`src/rtl/regfile_wb_scheduler.sv`:
```
`default_nettype none
// ============================================================================
// Module      : regfile_wb_scheduler
// Description : Write-back scheduler and hazard scoreboard for the 32-entry
//               RV32I register file. The ALU and LSU share the single write
//               port through valid/ready handshakes with round-robin
//               arbitration. A busy bit per register stalls dependent issues
//               (RAW and WAW) until the write of that register completes.
// Ports       : clk, rst_n            - clock, async active-low reset
//               issue_*               - decode/issue request, issue_stall out
//               alu_wb_*, lsu_wb_*    - write-back requesters (valid/ready)
//               rf_reg_write/rd/data  - registered register-file write port
//               busy_count            - number of busy scoreboard bits
//               wb_err                - sticky write-back to non-busy register
// Revision    : 1.0 - initial release
// ============================================================================
module regfile_wb_scheduler #(
  parameter int XLEN = 32
) (
  input  logic            clk,
  input  logic            rst_n,

  input  logic            issue_valid,
  input  logic            issue_uses_rd,
  input  logic [4:0]      issue_rd,
  input  logic [4:0]      issue_rs1,
  input  logic [4:0]      issue_rs2,
  output logic            issue_stall,

  input  logic            alu_wb_valid,
  input  logic [4:0]      alu_wb_rd,
  input  logic [XLEN-1:0] alu_wb_data,
  output logic            alu_wb_ready,

  input  logic            lsu_wb_valid,
  input  logic [4:0]      lsu_wb_rd,
  input  logic [XLEN-1:0] lsu_wb_data,
  output logic            lsu_wb_ready,

  output logic            rf_reg_write,
  output logic [4:0]      rf_rd,
  output logic [XLEN-1:0] rf_write_data,
  output logic [5:0]      busy_count,
  output logic            wb_err
);

  // Round-robin pointer encoding: which requester won the last transfer.
  localparam logic LAST_ALU = 1'b0;
  localparam logic LAST_LSU = 1'b1;

  logic [31:0]     busy_q, busy_d;
  logic [5:0]      busy_count_q, busy_count_d;
  logic            rf_reg_write_q, rf_reg_write_d;
  logic [4:0]      rf_rd_q, rf_rd_d;
  logic [XLEN-1:0] rf_write_data_q, rf_write_data_d;
  logic            wb_err_q, wb_err_d;
  logic            last_q, last_d;

  logic            grant_alu;
  logic            grant_lsu;
  logic            accept;
  logic [4:0]      acc_rd;
  logic [XLEN-1:0] acc_data;
  logic            issue_fire;

  // --------------------------------------------------------------------------
  // Hazard detection. busy_q[0] is always 0, so x0 never causes a stall.
  // --------------------------------------------------------------------------
  assign issue_stall = issue_valid &
                       (busy_q[issue_rs1] | busy_q[issue_rs2] |
                        (issue_uses_rd & busy_q[issue_rd]));
  assign issue_fire  = issue_valid & ~issue_stall;

  // --------------------------------------------------------------------------
  // Round-robin arbitration: on a tie, the requester not granted last wins.
  // --------------------------------------------------------------------------
  always_comb begin
    grant_alu = 1'b0;
    grant_lsu = 1'b0;
    if (alu_wb_valid && lsu_wb_valid) begin
      if (last_q == LAST_ALU) begin
        grant_lsu = 1'b1;
      end else begin
        grant_alu = 1'b1;
      end
    end else if (alu_wb_valid) begin
      grant_alu = 1'b1;
    end else if (lsu_wb_valid) begin
      grant_lsu = 1'b1;
    end
  end

  // Readies are held low while reset is asserted so nothing appears accepted.
  assign alu_wb_ready = grant_alu & rst_n;
  assign lsu_wb_ready = grant_lsu & rst_n;

  assign accept   = grant_alu | grant_lsu;
  assign acc_rd   = grant_lsu ? lsu_wb_rd   : alu_wb_rd;
  assign acc_data = grant_lsu ? lsu_wb_data : alu_wb_data;

  // --------------------------------------------------------------------------
  // Next-state logic
  // --------------------------------------------------------------------------
  always_comb begin
    busy_d = busy_q;
    // The cycle holding rf_reg_write=1 ends with the register file write,
    // so the destination becomes available at this edge.
    if (rf_reg_write_q) begin
      busy_d[rf_rd_q] = 1'b0;
    end
    // WAW stalling guarantees this index differs from the one cleared above.
    if (issue_fire && issue_uses_rd && (issue_rd != 5'd0)) begin
      busy_d[issue_rd] = 1'b1;
    end
    busy_d[0] = 1'b0;

    busy_count_d = 6'd0;
    for (int i = 0; i < 32; i++) begin
      busy_count_d = busy_count_d + {5'd0, busy_d[i]};
    end

    rf_reg_write_d  = accept && (acc_rd != 5'd0);
    rf_rd_d         = accept ? acc_rd   : rf_rd_q;
    rf_write_data_d = accept ? acc_data : rf_write_data_q;

    // Judged against the busy state before this edge's updates.
    wb_err_d = wb_err_q | (accept && (acc_rd != 5'd0) && !busy_q[acc_rd]);

    last_d = last_q;
    if (grant_lsu) begin
      last_d = LAST_LSU;
    end else if (grant_alu) begin
      last_d = LAST_ALU;
    end
  end

  // --------------------------------------------------------------------------
  // State registers
  // --------------------------------------------------------------------------
  always_ff @(posedge clk or negedge rst_n) begin
    if (!rst_n) begin
      busy_q          <= 32'd0;
      busy_count_q    <= 6'd0;
      rf_reg_write_q  <= 1'b0;
      rf_rd_q         <= 5'd0;
      rf_write_data_q <= '0;
      wb_err_q        <= 1'b0;
      last_q          <= LAST_ALU;
    end else begin
      busy_q          <= busy_d;
      busy_count_q    <= busy_count_d;
      rf_reg_write_q  <= rf_reg_write_d;
      rf_rd_q         <= rf_rd_d;
      rf_write_data_q <= rf_write_data_d;
      wb_err_q        <= wb_err_d;
      last_q          <= last_d;
    end
  end

  assign rf_reg_write  = rf_reg_write_q;
  assign rf_rd         = rf_rd_q;
  assign rf_write_data = rf_write_data_q;
  assign busy_count    = busy_count_q;
  assign wb_err        = wb_err_q;

endmodule
`default_nettype wire

```
`config.mk`:
```
export PLATFORM = sky130hd
export DESIGN_NAME = regfile_wb_scheduler
export DESIGN_NICKNAME = d
export VERILOG_FILES = /design/src/rtl/regfile_wb_scheduler.sv
export SDC_FILE = /design/constraint.sdc
export NUM_CORES = 1
export LEC_CHECK = 0
export BUFFER_PORTS_ARGS = -buffer_cell sky130_fd_sc_hd__buf_4
export CORE_MARGIN = 5
export CORE_UTILIZATION = 39
export DETAILED_ROUTE_END_ITERATION = 8
export PLACE_DENSITY = 0.65
export SYNTH_ARGS = -nofsm -noshare
export SYNTH_HDL_FRONTEND = slang
export SYNTH_SLANG_ARGS = --single-unit
```
`constraint.sdc`:
```
create_clock -name clk -period 14.2 [get_ports clk]
set_clock_uncertainty 0.1 [all_clocks]
set_input_delay 1.42 -clock clk [delete_from_list [all_inputs] [get_ports clk]]
set_output_delay 1.42 -clock clk [all_outputs]
set_load 0.05 [all_outputs]
```
=== After elaboration in Yosys (flattened, before gate mapping) ===
Cells that the tools add are included.
Widths: inputs -> output; s select.

* Add/sub/neg operators: 30
* Order comparisons: 7
* Mux-type cells: 25
* Bitwise operators: 13
* Reduce and logical (&&, ||, !) cells: 11

{| class="wikitable"
|+ Operator list
! kind !! count
|-
| $add 6x1->6 || 25
|-
| $mux 32 || 3
|-
| $and 32x32->32 || 1
|-
| $not 32->32 || 1
|-
| $or 32x32->32 || 1
|-
| $lt 5x6->1 const B || 5
|-
| $bmux 1 s5 || 4
|-
| $mux 1 || 15
|-
| $demux 1 s5 || 2
|-
| $ge 5x1->1 const B || 2
|-
| $reduce_bool 5->1 || 2
|-
| $logic_and 1x1->1 || 7
|-
| $add 5x1->6 || 1
|-
| $add 4x1->5 || 1
|-
| $and 1x1->1 || 5
|-
| $mux 5 || 1
|-
| $add 3x1->4 || 1
|-
| $or 1x1->1 || 4
|-
| $add 2x1->3 || 1
|-
| $add 1x1->2 || 1
|-
| $reduce_bool 2->1 || 1
|-
| $logic_not 1->1 || 1
|-
| $not 1->1 || 1
|}

* Register bits after elaboration: 77

=== Depth between registers and ports, before layout ===
* Depth in word-level cells: 40
* Mapped depth: 24

=== Worst setup path before layout ===
No wires, ideal clock.

* Path type: input port to flip-flop
* Start: input port issue_rs1[0]
* End: register busy_count_q[4], in the netlist busy_count[4]
* Arrival time: 7.943 ns
* Data required time: 14.020 ns
* Path slack: 6.077 ns
* Stages on the path: 21
* Path buffers: 2
* Cell sequence: buf_6 -> mux4_2 -> mux4_2 -> a2111oi_4 -> nand2_4 -> buf_6 -> o41a_1 -> fa_1 -> inv_1 -> fa_1 -> inv_1 -> fa_1 -> inv_1 -> fa_1 -> fa_1 -> fa_1 -> fa_1 -> fa_1 -> a21o_1 -> a21oi_1 -> xnor2_1

* Longest elaborated chain between the ends: 40

{| class="wikitable"
|+ Ends and longest elaborated chain
! item !! RTL line !! RTL
|-
| start, declared || 26 || <nowiki>input logic [4:0] issue_rs1,</nowiki>
|-
| $bmux 1 s5 * || 70 || <nowiki>(busy_q[issue_rs1] | busy_q[issue_rs2] |</nowiki>
|-
| $mux 1 (not written as such) * || 70 ||
|-
| $or 1x1->1 * (2 in series) || 70 ||
|-
| $and 1x1->1 * || 69 || <nowiki>assign issue_stall = issue_valid &</nowiki>
|-
| $not 1->1 * || 72 || <nowiki>assign issue_fire = issue_valid & ~issue_stall;</nowiki>
|-
| $and 1x1->1 * || 72 ||
|-
| $logic_and 1x1->1 * (2 in series) || 112 || <nowiki>if (issue_fire && issue_uses_rd && (issue_rd != 5'd0)) begin</nowiki>
|-
| $mux 32 * || 112 ||
|-
| $add 1x1->2 || 119 || <nowiki>busy_count_d = busy_count_d + {5'd0, busy_d[i]};</nowiki>
|-
| $add 2x1->3 || 119 ||
|-
| $add 3x1->4 || 119 ||
|-
| $add 4x1->5 || 119 ||
|-
| $add 5x1->6 || 119 ||
|-
| $add 6x1->6 (24 in series) || 119 ||
|-
| $add 6x1->6 * || 119 ||
|-
| via busy_count_d[4] || 52 || <nowiki>logic [5:0] busy_count_q, busy_count_d;</nowiki>
|-
| end signal, assigned || 151 || <nowiki>busy_count_q <= busy_count_d;</nowiki>
|-
| end, declared || 52 ||
|}

The timed path passes the listed nets; every way through them passes the cells marked *. The select of a mux whose other input is x is not followed.
A chain may end at the register's enable or synchronous reset.

=== Worst setup path after layout ===
Ends and elaborated chain as after synthesis.

==> results list <==
* Placement Rows: between 40 and 50
* Maximum fanout along the worst path: between 50 and 60
* Worst-case setup slack after placement: around 5.5 ns
- At the worst endpoint, the required time is 14.36 ns.
- Total of hold buffers inserted after clock tree synthesis: 0
- Setup violations remaining at the end of the flow were counted as 0.
- I/O pins: about 140
* Cell area after technology mapping: a little under 0.006 mm2
* Library cells used by synthesis: 49
* Source-to-sink clock delay at the later pin of the worst-skew pair: 0.34 ns
- The share of the Yosys chip area taken by registers is 0.3236.
* Tcrit/Tclk final: 0.5899
- TritonCTS Buffers: 9
- Area of the die: approximately 0.018 mm2
- Count of routing violations after the opening detailed-route iteration: ~570
- Wire length of the first global-routing pass: approximately 30 mm
- PnR worst setup slack: just under 6 ns
* Number of cells on the worst reg-to-reg path: 19
- Proportion of layout cells with a drive suffix above 1: 0.3004
- In the synthesized netlist the async set-or-reset flop fraction comes to 1.000.
* Fin util: 0.4860
- Final nets: roughly 830
- For this run, the total global-route usage over all layers was measured as 0.2122.
- Endpoint class of the critical path: flop
* Type of the worst min-delay path: flop to flop
* Worst slew margin: 0.1804
* Top library cells by usage in the layout, fill and taps aside: sky130_fd_sc_hd__buf_4 (147), sky130_fd_sc_hd__dfrtp_1 (77), sky130_fd_sc_hd__inv_1 (65), sky130_fd_sc_hd__nor2_1 (47)
- Entering global routing, the biggest net connects between 100 and 150 pins.
* Clock Pin Slew Worst Setup and Hold Paths: around 0.06 ns
- Synthesized netlist cell count: 601
* Total Negative Setup Slacks: 0 ns
- Sink count of the clock tree: 77
* Drt via density: approximately 6.1
- For this configuration, the core starts out at a cell density of 0.3946.
- Cts repair resizes: 0
- Based on the critical path, the design can be clocked at up to between 100 and 150 MHz.
* Hold depth: 3
- Number of diodes: 0
* Slew Limit Fails: 0
* YS warnings: 0
* Unrepaired setup endpoints after global routing: false
- The routed design has around 19 mm of wire.
- In this run the post-CTS setup repair buffer count came out at 0.
* Leading cell type in the layout, fill and taps excluded: sky130_fd_sc_hd__buf_4
- The filler cells instantiated in the layout total between 1,000 and 1,500.
- After legalization and detailed placement, the total HPWL measured 13.74 mm.
* Core Box Area: 0.01509 mm2
* Weighted congestion at the end of routability-driven global placement: between 0.8 and 0.9
- TritonCTS clock tree: done
- After synthesis, the mean cell area works out to 9.908 um2.
- STA puts the critical path data arrival time at between 8 and 9 ns.
- Primary FF master, synth: sky130_fd_sc_hd__dfrtp_1
* Count of endpoints failing hold in the final timing report: 0
* Mapped Nets: around 730
- Class of the most critical setup path: primary input to flop
- Vias: between 5,000 and 6,000
- Summed over all layers, the global routing overflow is 0.
- Area growth syn-to-layout: 23.16%
- For this run, design rule violations remaining after detail routing come to 0.
- Horizontal die dimension: 133.6 um
* Number of levels in the clock H-tree: 3
- Status: complete, no violations
- Antenna violation net count after detailed routing: 0
- The clock period could shrink to 8.377 ns.
- Count of buffers from port buffering: 142
- The worst setup path is launched from a primary input.
- Vias in the first global route: approximately 5,500
- The initial antenna violation count is 0.
- Root Driver: sky130_fd_sc_hd__clkbuf_16
- The tool flagged a number of max-cap violations equal to 0.
* Die Ht: ~130 um
- After detailed routing, the average wire length per cell comes to between 20 and 25 um.
- No sink is reached through more buffers than the 2 on the longest clock path.
* Least-Margin Pin Slew: ~1.2 ns
- The first TritonRoute pass finished after 5 iterations.
- Number of enable-type register cells in the synthesized netlist: 0
- Across all hold checks on the routed design, the worst slack comes to 0.5017 ns.
* Flip-flop and latch count after synthesis: just under 80
==> metal layers <==
metal | track usage | wire (um) | vias up | part of all wire
met1 | 0.2822 | 7660 | 2724 | 0.41
met2 | 0.3454 | 9528 | 235 | 0.50
met5 | 0 | 0 | - | 0
met3 | 0.04267 | 1237 | 36 | 0.066
met4 | 0.07600 | 458 | 0 | 0.024
li1 | - | - | 2463 | -
==> kinds of logic (layout without fill, tap and decap cells) <==
logic type | Yosys count | after routing | synth area share
XOR/XNOR | 3 | 3 | 0.004413
buffers and inverters | 120 | 228 | 0.08363
adder cells (fa/ha/maj) | 30 | 30 | 0.09204
AO/OA/AOI/OAI | 208 | 208 | 0.2576
flip-flops | 77 | 77 | 0.3236
multiplexers | 55 | 55 | 0.1462
AND/OR/NAND/NOR | 108 | 108 | 0.09246
==> path summary, 6_finish.rpt <==
kind / start / to / slack, ns
hold / removal: wb_err$_DFF_PN0_ / wb_err$_DFF_PN0_ / 0.50
min in group asynchronous: rst_n / rf_write_data[15]$_DFFE_PN0P_ / 0.81
hold reg to reg: wb_err$_DFF_PN0_ / wb_err$_DFF_PN0_ / 0.50
max in group asynchronous: rst_n / busy_count[3]$_DFF_PN0_ / 12.03
setup / recovery: issue_rs1[0] / busy_count[4]$_DFF_PN0_ / 5.82
setup reg to reg: busy_q[14]$_DFF_PN0_ / busy_count[4]$_DFF_PN0_ / 6.67
==> metrics by stage <==
stage | cell area, um2 | instances
floorplan | 5954 | 601
global placement | 7039 | 881
detailed placement | 7039 | 881
CTS | 7333 | 897
global route | 7333 | 897
finish | 7333 | 897
==> layout make-up <==
class,count,area [um2],area share
Tap cell,188,235.2,0.03208
Inverter,65,244.0,0.03327
Sequential cell,77,1927,0.2628
Multi-Input combinational cell,404,3530,0.4813
Timing Repair Buffer,147,1104,0.1505
Clock buffer,12,246.5,0.03361
Clock inverter,4,47.55,0.006484
==> sequential cells by signal, summed over array words and instances, names as in the netlist <==
name,cells
wb_err,1
busy_count,6
last_q,1
rf_reg_write,1
rf_write_data,32
busy_q,31
rf_rd,5
==> critical path, cell delays in order <==
cell                        delay, ns
sky130_fd_sc_hd__buf_4           0.18
sky130_fd_sc_hd__mux4_2          0.52
sky130_fd_sc_hd__mux4_2          0.51
sky130_fd_sc_hd__a2111oi_4       0.47
sky130_fd_sc_hd__nand2_4         0.40
sky130_fd_sc_hd__o41a_1          0.56
sky130_fd_sc_hd__fa_1            0.54
sky130_fd_sc_hd__inv_1           0.05
sky130_fd_sc_hd__fa_1            0.47
sky130_fd_sc_hd__inv_1           0.05
sky130_fd_sc_hd__fa_1            0.47
sky130_fd_sc_hd__inv_1           0.05
sky130_fd_sc_hd__fa_1            0.49
sky130_fd_sc_hd__fa_1            0.53
sky130_fd_sc_hd__fa_1            0.43
sky130_fd_sc_hd__fa_1            0.43
sky130_fd_sc_hd__fa_1            0.41
sky130_fd_sc_hd__a21o_1          0.19
sky130_fd_sc_hd__a21oi_1         0.18
sky130_fd_sc_hd__xnor2_1         0.14
==> cell usage after synthesis (7+ instances only) <==
master | n | area share
sky130_fd_sc_hd__a21oi_1 | 37 | 0.031
sky130_fd_sc_hd__a31oi_1 | 33 | 0.035
sky130_fd_sc_hd__clkbuf_1 | 41 | 0.026
sky130_fd_sc_hd__dfrtp_1 | 77 | 0.32
sky130_fd_sc_hd__fa_1 | 23 | 0.077
sky130_fd_sc_hd__ha_1 | 7 | 0.015
sky130_fd_sc_hd__inv_1 | 65 | 0.041
sky130_fd_sc_hd__mux2i_1 | 24 | 0.040
sky130_fd_sc_hd__mux4_2 | 25 | 0.095
sky130_fd_sc_hd__nand2_1 | 14 | 0.0088
sky130_fd_sc_hd__nand3b_1 | 9 | 0.011
sky130_fd_sc_hd__nor2_1 | 47 | 0.030
sky130_fd_sc_hd__o21ai_0 | 35 | 0.029
sky130_fd_sc_hd__o22ai_1 | 37 | 0.039
sky130_fd_sc_hd__o41a_1 | 21 | 0.040
sky130_fd_sc_hd__o41ai_1 | 19 | 0.028
sky130_fd_sc_hd__o41ai_2 | 12 | 0.033
Power is left out: the tool's default activity adds up to more than one toggle a clock period on the data nets, which glitch-free logic cannot reach.
